===== src/rtl/fact_pkg.sv =====
// Shared definitions for the factorial MMIO block: register offsets, STATUS bit
// positions, core state encoding and default sizing.
package fact_pkg;

    localparam int DATA_W_DEF = 32;
    localparam int N_W_DEF    = 4;
    localparam int N_MAX_DEF  = 12;

    localparam logic [1:0] FACT_N      = 2'd0;
    localparam logic [1:0] FACT_GO     = 2'd1;
    localparam logic [1:0] FACT_STATUS = 2'd2;
    localparam logic [1:0] FACT_RESULT = 2'd3;

    localparam int STAT_DONE = 0;
    localparam int STAT_ERR  = 1;
    localparam int STAT_BUSY = 2;
    localparam int STAT_W    = 3;

    typedef enum logic [1:0] {
        ST_IDLE = 2'd0,
        ST_BUSY = 2'd1,
        ST_DONE = 2'd2
    } fact_state_t;

    function automatic logic [STAT_W-1:0] pack_status(input logic busy,
                                                      input logic err,
                                                      input logic done);
        logic [STAT_W-1:0] s;
        s            = '0;
        s[STAT_BUSY] = busy;
        s[STAT_ERR]  = err;
        s[STAT_DONE] = done;
        return s;
    endfunction

endpackage


===== src/rtl/fact_core.sv =====
// Iterative factorial engine: multiplies down from n to 1, one step per clock,
// and holds the result with done/err until the next start.
module fact_core
    import fact_pkg::*;
#(
    parameter int DATA_W = DATA_W_DEF,
    parameter int N_W    = N_W_DEF,
    parameter int N_MAX  = N_MAX_DEF
) (
    input  logic              clk,
    input  logic              rst_n,
    input  logic              start,
    input  logic [N_W-1:0]    n,
    output logic [DATA_W-1:0] result,
    output logic              done,
    output logic              err,
    output logic              busy
);

    fact_state_t       state;
    logic [N_W-1:0]    cnt;
    logic [DATA_W-1:0] prod;

    // The loop stops once cnt reaches 1, so 0! and 1! both fall out as the initial prod of 1.
    always_ff @(posedge clk or negedge rst_n) begin
        if (!rst_n) begin
            state  <= ST_IDLE;
            cnt    <= '0;
            prod   <= '0;
            result <= '0;
            done   <= 1'b0;
            err    <= 1'b0;
            busy   <= 1'b0;
        end else begin
            case (state)
                ST_IDLE, ST_DONE: begin
                    if (start) begin
                        if (n > N_W'(N_MAX)) begin
                            state  <= ST_DONE;
                            result <= '0;
                            done   <= 1'b1;
                            err    <= 1'b1;
                            busy   <= 1'b0;
                        end else begin
                            state <= ST_BUSY;
                            cnt   <= n;
                            prod  <= DATA_W'(1);
                            done  <= 1'b0;
                            err   <= 1'b0;
                            busy  <= 1'b1;
                        end
                    end
                end
                ST_BUSY: begin
                    if (cnt <= N_W'(1)) begin
                        state  <= ST_DONE;
                        result <= prod;
                        done   <= 1'b1;
                        busy   <= 1'b0;
                    end else begin
                        prod <= prod * DATA_W'(cnt);
                        cnt  <= cnt - N_W'(1);
                    end
                end
                default: begin
                    state <= ST_IDLE;
                    busy  <= 1'b0;
                end
            endcase
        end
    end

endmodule


===== src/rtl/fact_mmio.sv =====
// Bus-facing wrapper: N/GO registers, start pulse generation and the
// combinational read mux over N, GO, STATUS and RESULT.
module fact_mmio
    import fact_pkg::*;
#(
    parameter int DATA_W = DATA_W_DEF,
    parameter int N_W    = N_W_DEF,
    parameter int N_MAX  = N_MAX_DEF
) (
    input  logic              clk,
    input  logic              rst_n,
    input  logic              WE,
    input  logic [1:0]        A,
    input  logic [DATA_W-1:0] WD,
    output logic [DATA_W-1:0] RD
);

    logic [N_W-1:0]    n_reg;
    logic              go_reg;
    logic              start;
    logic              go_write;
    logic [DATA_W-1:0] result;
    logic              done;
    logic              err;
    logic              busy;
    logic              unused_wd;

    assign unused_wd = ^WD[DATA_W-1:N_W];

    // GO is refused while the core is busy, including the edge on which it finishes.
    assign go_write = WE && (A == FACT_GO) && !busy;

    always_ff @(posedge clk or negedge rst_n) begin
        if (!rst_n) begin
            n_reg  <= '0;
            go_reg <= 1'b0;
            start  <= 1'b0;
        end else begin
            start <= go_write && WD[0];
            if (WE && (A == FACT_N)) begin
                n_reg <= WD[N_W-1:0];
            end
            if (go_write) begin
                go_reg <= WD[0];
            end
        end
    end

    fact_core #(
        .DATA_W (DATA_W),
        .N_W    (N_W),
        .N_MAX  (N_MAX)
    ) u_core (
        .clk    (clk),
        .rst_n  (rst_n),
        .start  (start),
        .n      (n_reg),
        .result (result),
        .done   (done),
        .err    (err),
        .busy   (busy)
    );

    always_comb begin
        RD = '0;
        case (A)
            FACT_N:      RD[N_W-1:0]    = n_reg;
            FACT_GO:     RD[0]          = go_reg;
            FACT_STATUS: RD[STAT_W-1:0] = pack_status(busy, err, done);
            FACT_RESULT: RD             = result;
            default:     RD             = '0;
        endcase
    end

endmodule


===== config.mk =====
export PLATFORM = sky130hd
export DESIGN_NAME = fact_mmio
export DESIGN_NICKNAME = d
export VERILOG_FILES = /design/src/rtl/fact_pkg.sv /design/src/rtl/fact_core.sv /design/src/rtl/fact_mmio.sv
export SDC_FILE = /design/constraint.sdc
export NUM_CORES = 1
export LEC_CHECK = 0
export ABC_AREA = 1
export BUFFER_PORTS_ARGS = -buffer_cell sky130_fd_sc_hd__buf_2
export CAP_MARGIN = 25
export CORE_AREA = 2 2 167 169
export DETAILED_ROUTE_END_ITERATION = 10
export DIE_AREA = 0 0 169 171
export PLACE_DENSITY = 0.53
export SLEW_MARGIN = 10
export SYNTH_ARGS = -nofsm -noshare
export SYNTH_HDL_FRONTEND = slang
export SYNTH_SLANG_ARGS = --single-unit

===== constraint.sdc =====
create_clock -name clk -period 4.74 [get_ports clk]
set_input_delay 0 -clock clk [delete_from_list [all_inputs] [get_ports clk]]
set_output_delay 0 -clock clk [all_outputs]
set_load 0.05 [all_outputs]

-- Word level (Yosys, flattened, before mapping)
Cells that the tools add are included.
Widths: inputs -> output; s select.
- register bits: 79
- bits of input ports: 37
- output and inout port bits: 32
- word-level logic and storage cells: 66
- add/subtract/negate cells: 1
- multipliers: 1
- $lt $le $gt $ge: 2
- equality and inequality tests: 10
- muxes and demuxes: 28
- reductions and logical operators: 14
- operators with widths (cell ; number):
    $mux 32 ; 6
    $pmux 32 s2 ; 2
    $mul 32x4->32 ; 1
    $mux 28 ; 1
    $mux 4 ; 3
    $pmux 4 s2 ; 1
    $reduce_and 4->1 ; 2
    $eq 2x2->1 const B ; 3
    $mux 1 ; 6
    $mux 2 ; 3
    $ne 2x2->1 const B ; 3
    $pmux 1 s2 ; 3
    $pmux 2 s3 ; 1
    $eq 2x1->1 const B ; 2
    $gt 4x4->1 const B ; 1
    $le 4x1->1 const B ; 1
    $logic_and 1x1->1 ; 4
    $logic_not 2->1 ; 2
    $ne 2x1->1 const B ; 2
    $pmux 1 s4 ; 1
    $pmux 2 s2 ; 1
    $reduce_and 2->1 ; 2
    $sub 4x1->4 const B ; 1
    $reduce_and 3->1 ; 1
    3 further kinds ; 3

-- Logic depth before layout (Yosys ltp)
- depth in word-level cells: 4
- gate-level depth with buffers: 21
- gate-level depth less buffers: 18

-- Modules after synthesis
From an unflattened synthesis, not the netlist that was laid out.
- cells, all modules: 1271
- area, all modules: 8156.6 um^2
- by module, submodules not included (module ; times used ; cells each ; area an instance (um^2) ; sequential area each (um^2)):
    fact_core ; 1 ; 1154 ; 7526.0 ; 1801.7
    fact_mmio ; 1 ; 117 ; 630.6 ; 150.1

-- Least setup slack after synthesis
No wires, ideal clock.
- path type: reg2reg
- start point: register u_core.cnt[3]
- end point: register u_core.prod[30]
- library setup time: 0.117 ns
- data arrival time: 3.507 ns
- required time: 4.623 ns
- path slack: 1.116 ns
- cell stages (with the launch flop): 17
- path buffers: 3
- cell sequence: dfrtp_1 > clkbuf_1 > clkbuf_1 > buf_1 > nand2_1 > fa_1 > fa_1 > inv_1 > fa_1 > nand3_1 > nand3_1 > nand3_1 > nand3_1 > nand2_1 > nand3_1 > nand3_1 > nand2_1
- longest elaborated chain between the ends: 3
- RTL lines (element ; line ; text):
    start, declared ; fact_core.sv:21 ; logic [N_W-1:0] cnt;
    start signal, assigned ; fact_core.sv:46 ; cnt <= n;
    start signal, assigned ; fact_core.sv:62 ; cnt <= cnt - N_W'(1);
    $mul 32x4->32 or $le 4x1->1 (tied branches) ; fact_core.sv:61, fact_core.sv:55 ;
    $mux 32 or $ne 2x2->1 (tied branches) ; -- ;
    $pmux 32 s2 or $reduce_and 4->1 (tied branches) ; -- ;
    end signal, assigned ; fact_core.sv:61 ; prod <= prod * DATA_W'(cnt);
    end, declared ; fact_core.sv:22 ; logic [DATA_W-1:0] prod;
Parallel ways exist; a longest one is shown, timed or not. The select of a mux whose other input is x is not followed.
A chain may end at the register's enable or synchronous reset.

-- Worst setup path after layout
- start point: register u_core.cnt[3]
- end point: register u_core.prod[21]
The elaborated chain is that of the path after synthesis.

==> results by group <==
Hold path
  – Hold Crit Class: input pin to asynchronous set/reset pin

Clocking
  – CTS H-tree lvls: 3
  – CTS root buf: clkbuf_16
  – Worst-path clk slew: 0.07 ns
  – Number of CTS-inserted buffers: 9
  – Setup bufs post-CTS: 0
  – CTS max path bufs: 2
  – Clock insertion delay at the later pin of the skew report: 0.34 ns
  – Clock sinks: 78
  – CTS tree: built

STA
  – Fmax: 254.6 MHz
  – Actual slew at the worst max-slew pin: 0.8112 ns
  – RSZ-0062 raised after global routing: no
  – Setup TNS: 0 ns
  – Slew HR: 45.92%
  – Crit path time final: 3.927 ns
  – Final Hold Fails: 0
  – Tcrit/Tclk final: 82.85%
  – Final Max Tran Viols: 0
  – Final worst clock skew: 0.01559 ns
  – Count of final setup violators: 0
  – Final hold slack: 0.09738 ns

Die
  – Core area: 0.02732 mm²
  – I/O pin count: 69
  – DIE HEIGHT: 171 µm
  – Die area: 0.02890 mm²
  – Initial core utilization: 29.50%
  – Die X: 169 µm
  – FP Rows: 61

Global route
  – GR Overflow Total: 0
  – Vias in the first global route: 7369
  – First-pass GRT wire length: 37080 µm
  – Initial antenna violation count: 0
  – Largest net degree at the start of global routing: 56
  – GRT Resource Usage Total: 15.83%

Routing
  – DRC: 0
  – Final WL: 21350 µm
  – Iteration-0 DRC count of the detailed router: 363
  – WL per Instance: 12.92 µm
  – Post-route ant nets: 0
  – DR vias: 7350
  – First-pass DRT Iterations: 4
  – Vias per inst: 4.446

Pwr
  – Switching pwr: 0.001137 W
  – Reg power frac: 33.9%
  – Clk network pwr share: 30.4%
  – Net Sw Frac: 41.86%
  – Peak VDD IR: 0.0001507 V
  – Int Power: 0.001579 W
  – Comb power frac: 35.7%
  – Leak: 5.765 nW
  – Pwr Density: 299.7 mW/mm²

Finish
  – Layout net count: 1436
  – Layout Area Growth over Synthesis: 12.45%
  – Commonest non-fill, non-tap cell in the layout: nand2_1
  – Antenna diodes: 0
  – Commonest non-fill, non-tap cells in the layout: nand2_1, inv_1, dfrtp_1
  – Share of layout cells above drive strength 1: 5.891%
  – Top Registers: u_core.prod (32), u_core.result (32)

Placed design
  – Quantity of I/O buffers inserted on ports: 40
  – RePlAce Congestion: 0.8868
  – Hpwl dp: 16780 µm

Critical path
  – Req. time, crit path: 4.96 ns
  – Worst r2r src: u_core.cnt[3]
  – CP Class: flop to flop
  – CP Launch Point: u_core.cnt[3]
  – CP endpoint kind: flop
  – CP arrival: 4.15 ns
  – CP max FO: 21
  – FF-to-FF setup slack: 0.81 ns
  – Critical path launch point type: flop

Synth
  – Sequential-to-total area share from yosys stat: 24.22%
  – Synth unique cells: 34
  – Synth Cell Area: 0.008060 mm²
  – Syn avg cell area: 6.352 µm²
  – Post-synthesis register bit count: 78
  – YS warnings: 0
  – Post-Syn Nets: 1403
  – Post-Synthesis Cells: 1269

Run status
  – Status: finished clean

Flow run
  – MaxCap Viol Count: 0
==> metal layers <==
metal  vias to the layer above  GRT usage (%)  part of all wire [%]
li1                       3757              -                     -
met1                      3475          21.12                    48
met2                        94          27.60                    47
met3                        24          1.642                   2.5
met4                         0          3.865                   1.6
met5                         -              0                     0
==> cells in the mapped netlist <==
cell type	instances	area [µm²]
nand2_1	488	1832
inv_1	334	1254
dfrtp_1	78	1952
fa_1	57	1141
nand3_1	54	270.3
nor2_1	45	168.9
o21ai_0	42	210.2
ha_1	40	500.5
a21oi_1	32	160.2
clkbuf_1	23	86.33
o21ai_1	19	95.09
buf_2	7	35.03
nand4_1	7	43.79
nor3_1	6	30.03
and2_1	4	25.02
inv_2	4	15.01
xnor2_1	4	35.03
a22o_1	3	26.28
o31ai_1	3	22.52
a21o_1	2	15.01
buf_1	2	7.510
buf_4	2	15.01
mux2_2	2	22.52
a32oi_1	1	8.760
buf_6	1	11.26
nand3b_1	1	7.510
nor2_2	1	6.260
nor2_4	1	11.26
nor3_2	1	10.01
o211ai_1	1	7.510
o21bai_1	1	7.510
o22ai_1	1	6.260
o22ai_2	1	12.51
xor2_1	1	8.760
==> critical path: stages, from the launching register on <==
cell and delay, ns:
dfrtp_1 0.69, buf_4 0.35, nand2_1 0.07, inv_1 0.06
fa_1 0.54, inv_1 0.06, fa_1 0.54, inv_1 0.04
ha_1 0.36, nand2_1 0.16, nor2_1 0.21, inv_1 0.06
nor2_1 0.15, nand4_1 0.11, nand3_1 0.20, nand2_1 0.07
nand2_1 0.06, o21ai_0 0.06
==> worst paths after layout <==
| kind | cells past startpoint | end |
|---|---|---|
| setup / recovery | 17 | u_core.prod[21] |
| hold / removal | 2 | u_core.result[13] |
| setup reg to reg | 17 | u_core.prod[21] |
| hold reg to reg | 2 | u_core.result[4] |
| max in group asynchronous | 3 | u_core.result[29] |
| min in group clk | 4 | go_reg |
==> power groups by stage <==
| stage | sequential, W | clock [W] | combinational, W |
|---|---|---|---|
| finish | 0.000920 | 0.000827 | 0.000970 |
| global route | 0.000938 | 0.000870 | 0.00112 |
| CTS | 0.000919 | 0.000849 | 0.000963 |
| detailed placement | 0.000931 | 0 | 0.000949 |
| global placement | 0.000931 | 0 | 0.000936 |
| floorplan | 0.000824 | 0 | 0.000757 |
==> metrics by stage <==
| step | cell area, µm² | setup WS (ns) | std cells | utilization [%] | power [W] |
|---|---|---|---|---|---|
| floorplan | 8060 | 1.116 | 1269 | - | 0.001581 |
| CTS | 9036 | 0.8182 | 1652 | 33.07 | 0.002730 |
| detailed placement | 8620 | 0.8328 | 1629 | 31.55 | 0.001880 |
| global route | 9064 | 0.4678 | 1653 | 33.17 | 0.002925 |
| global placement | 8620 | 0.8989 | 1629 | 31.55 | 0.001867 |
| finish | 9064 | 0.8128 | 1653 | 33.17 | 0.002716 |
==> layout make-up <==
| type | instances | area, µm² |
|---|---|---|
| clock buffers | 9 | 225.2 |
| clock inverters | 7 | 121.4 |
| fillers | 3035 | 18260 |
| inverters | 338 | 1269 |
| multi-input cells | 818 | 4696 |
| flip-flops and latches | 78 | 1952 |
| well taps | 346 | 432.9 |
| repair buffers | 57 | 367.9 |
==> cells by family (layout without fill, tap and decap cells) <==
group	after synthesis	in the layout	synth area share (%)
and+or+nand+nor	608	608	29.84
muxes	2	2	0.2794
xor gates and xnor gates	5	5	0.5433
AOI/OAI and AO/OA	106	106	7.094
buffers and inverters	373	411	17.67
adders and majority gates	97	97	20.37
DFF	78	78	24.22
==> timing repair <==
item / 4_1_cts / 5_1_grt
endpoints found under the setup margin: 0 / 0
hold buffers: 7 / 0
resized for setup: 0 / 0
endpoints found under the hold margin: 29 / 0
Power figures use the tool's default switching activity.
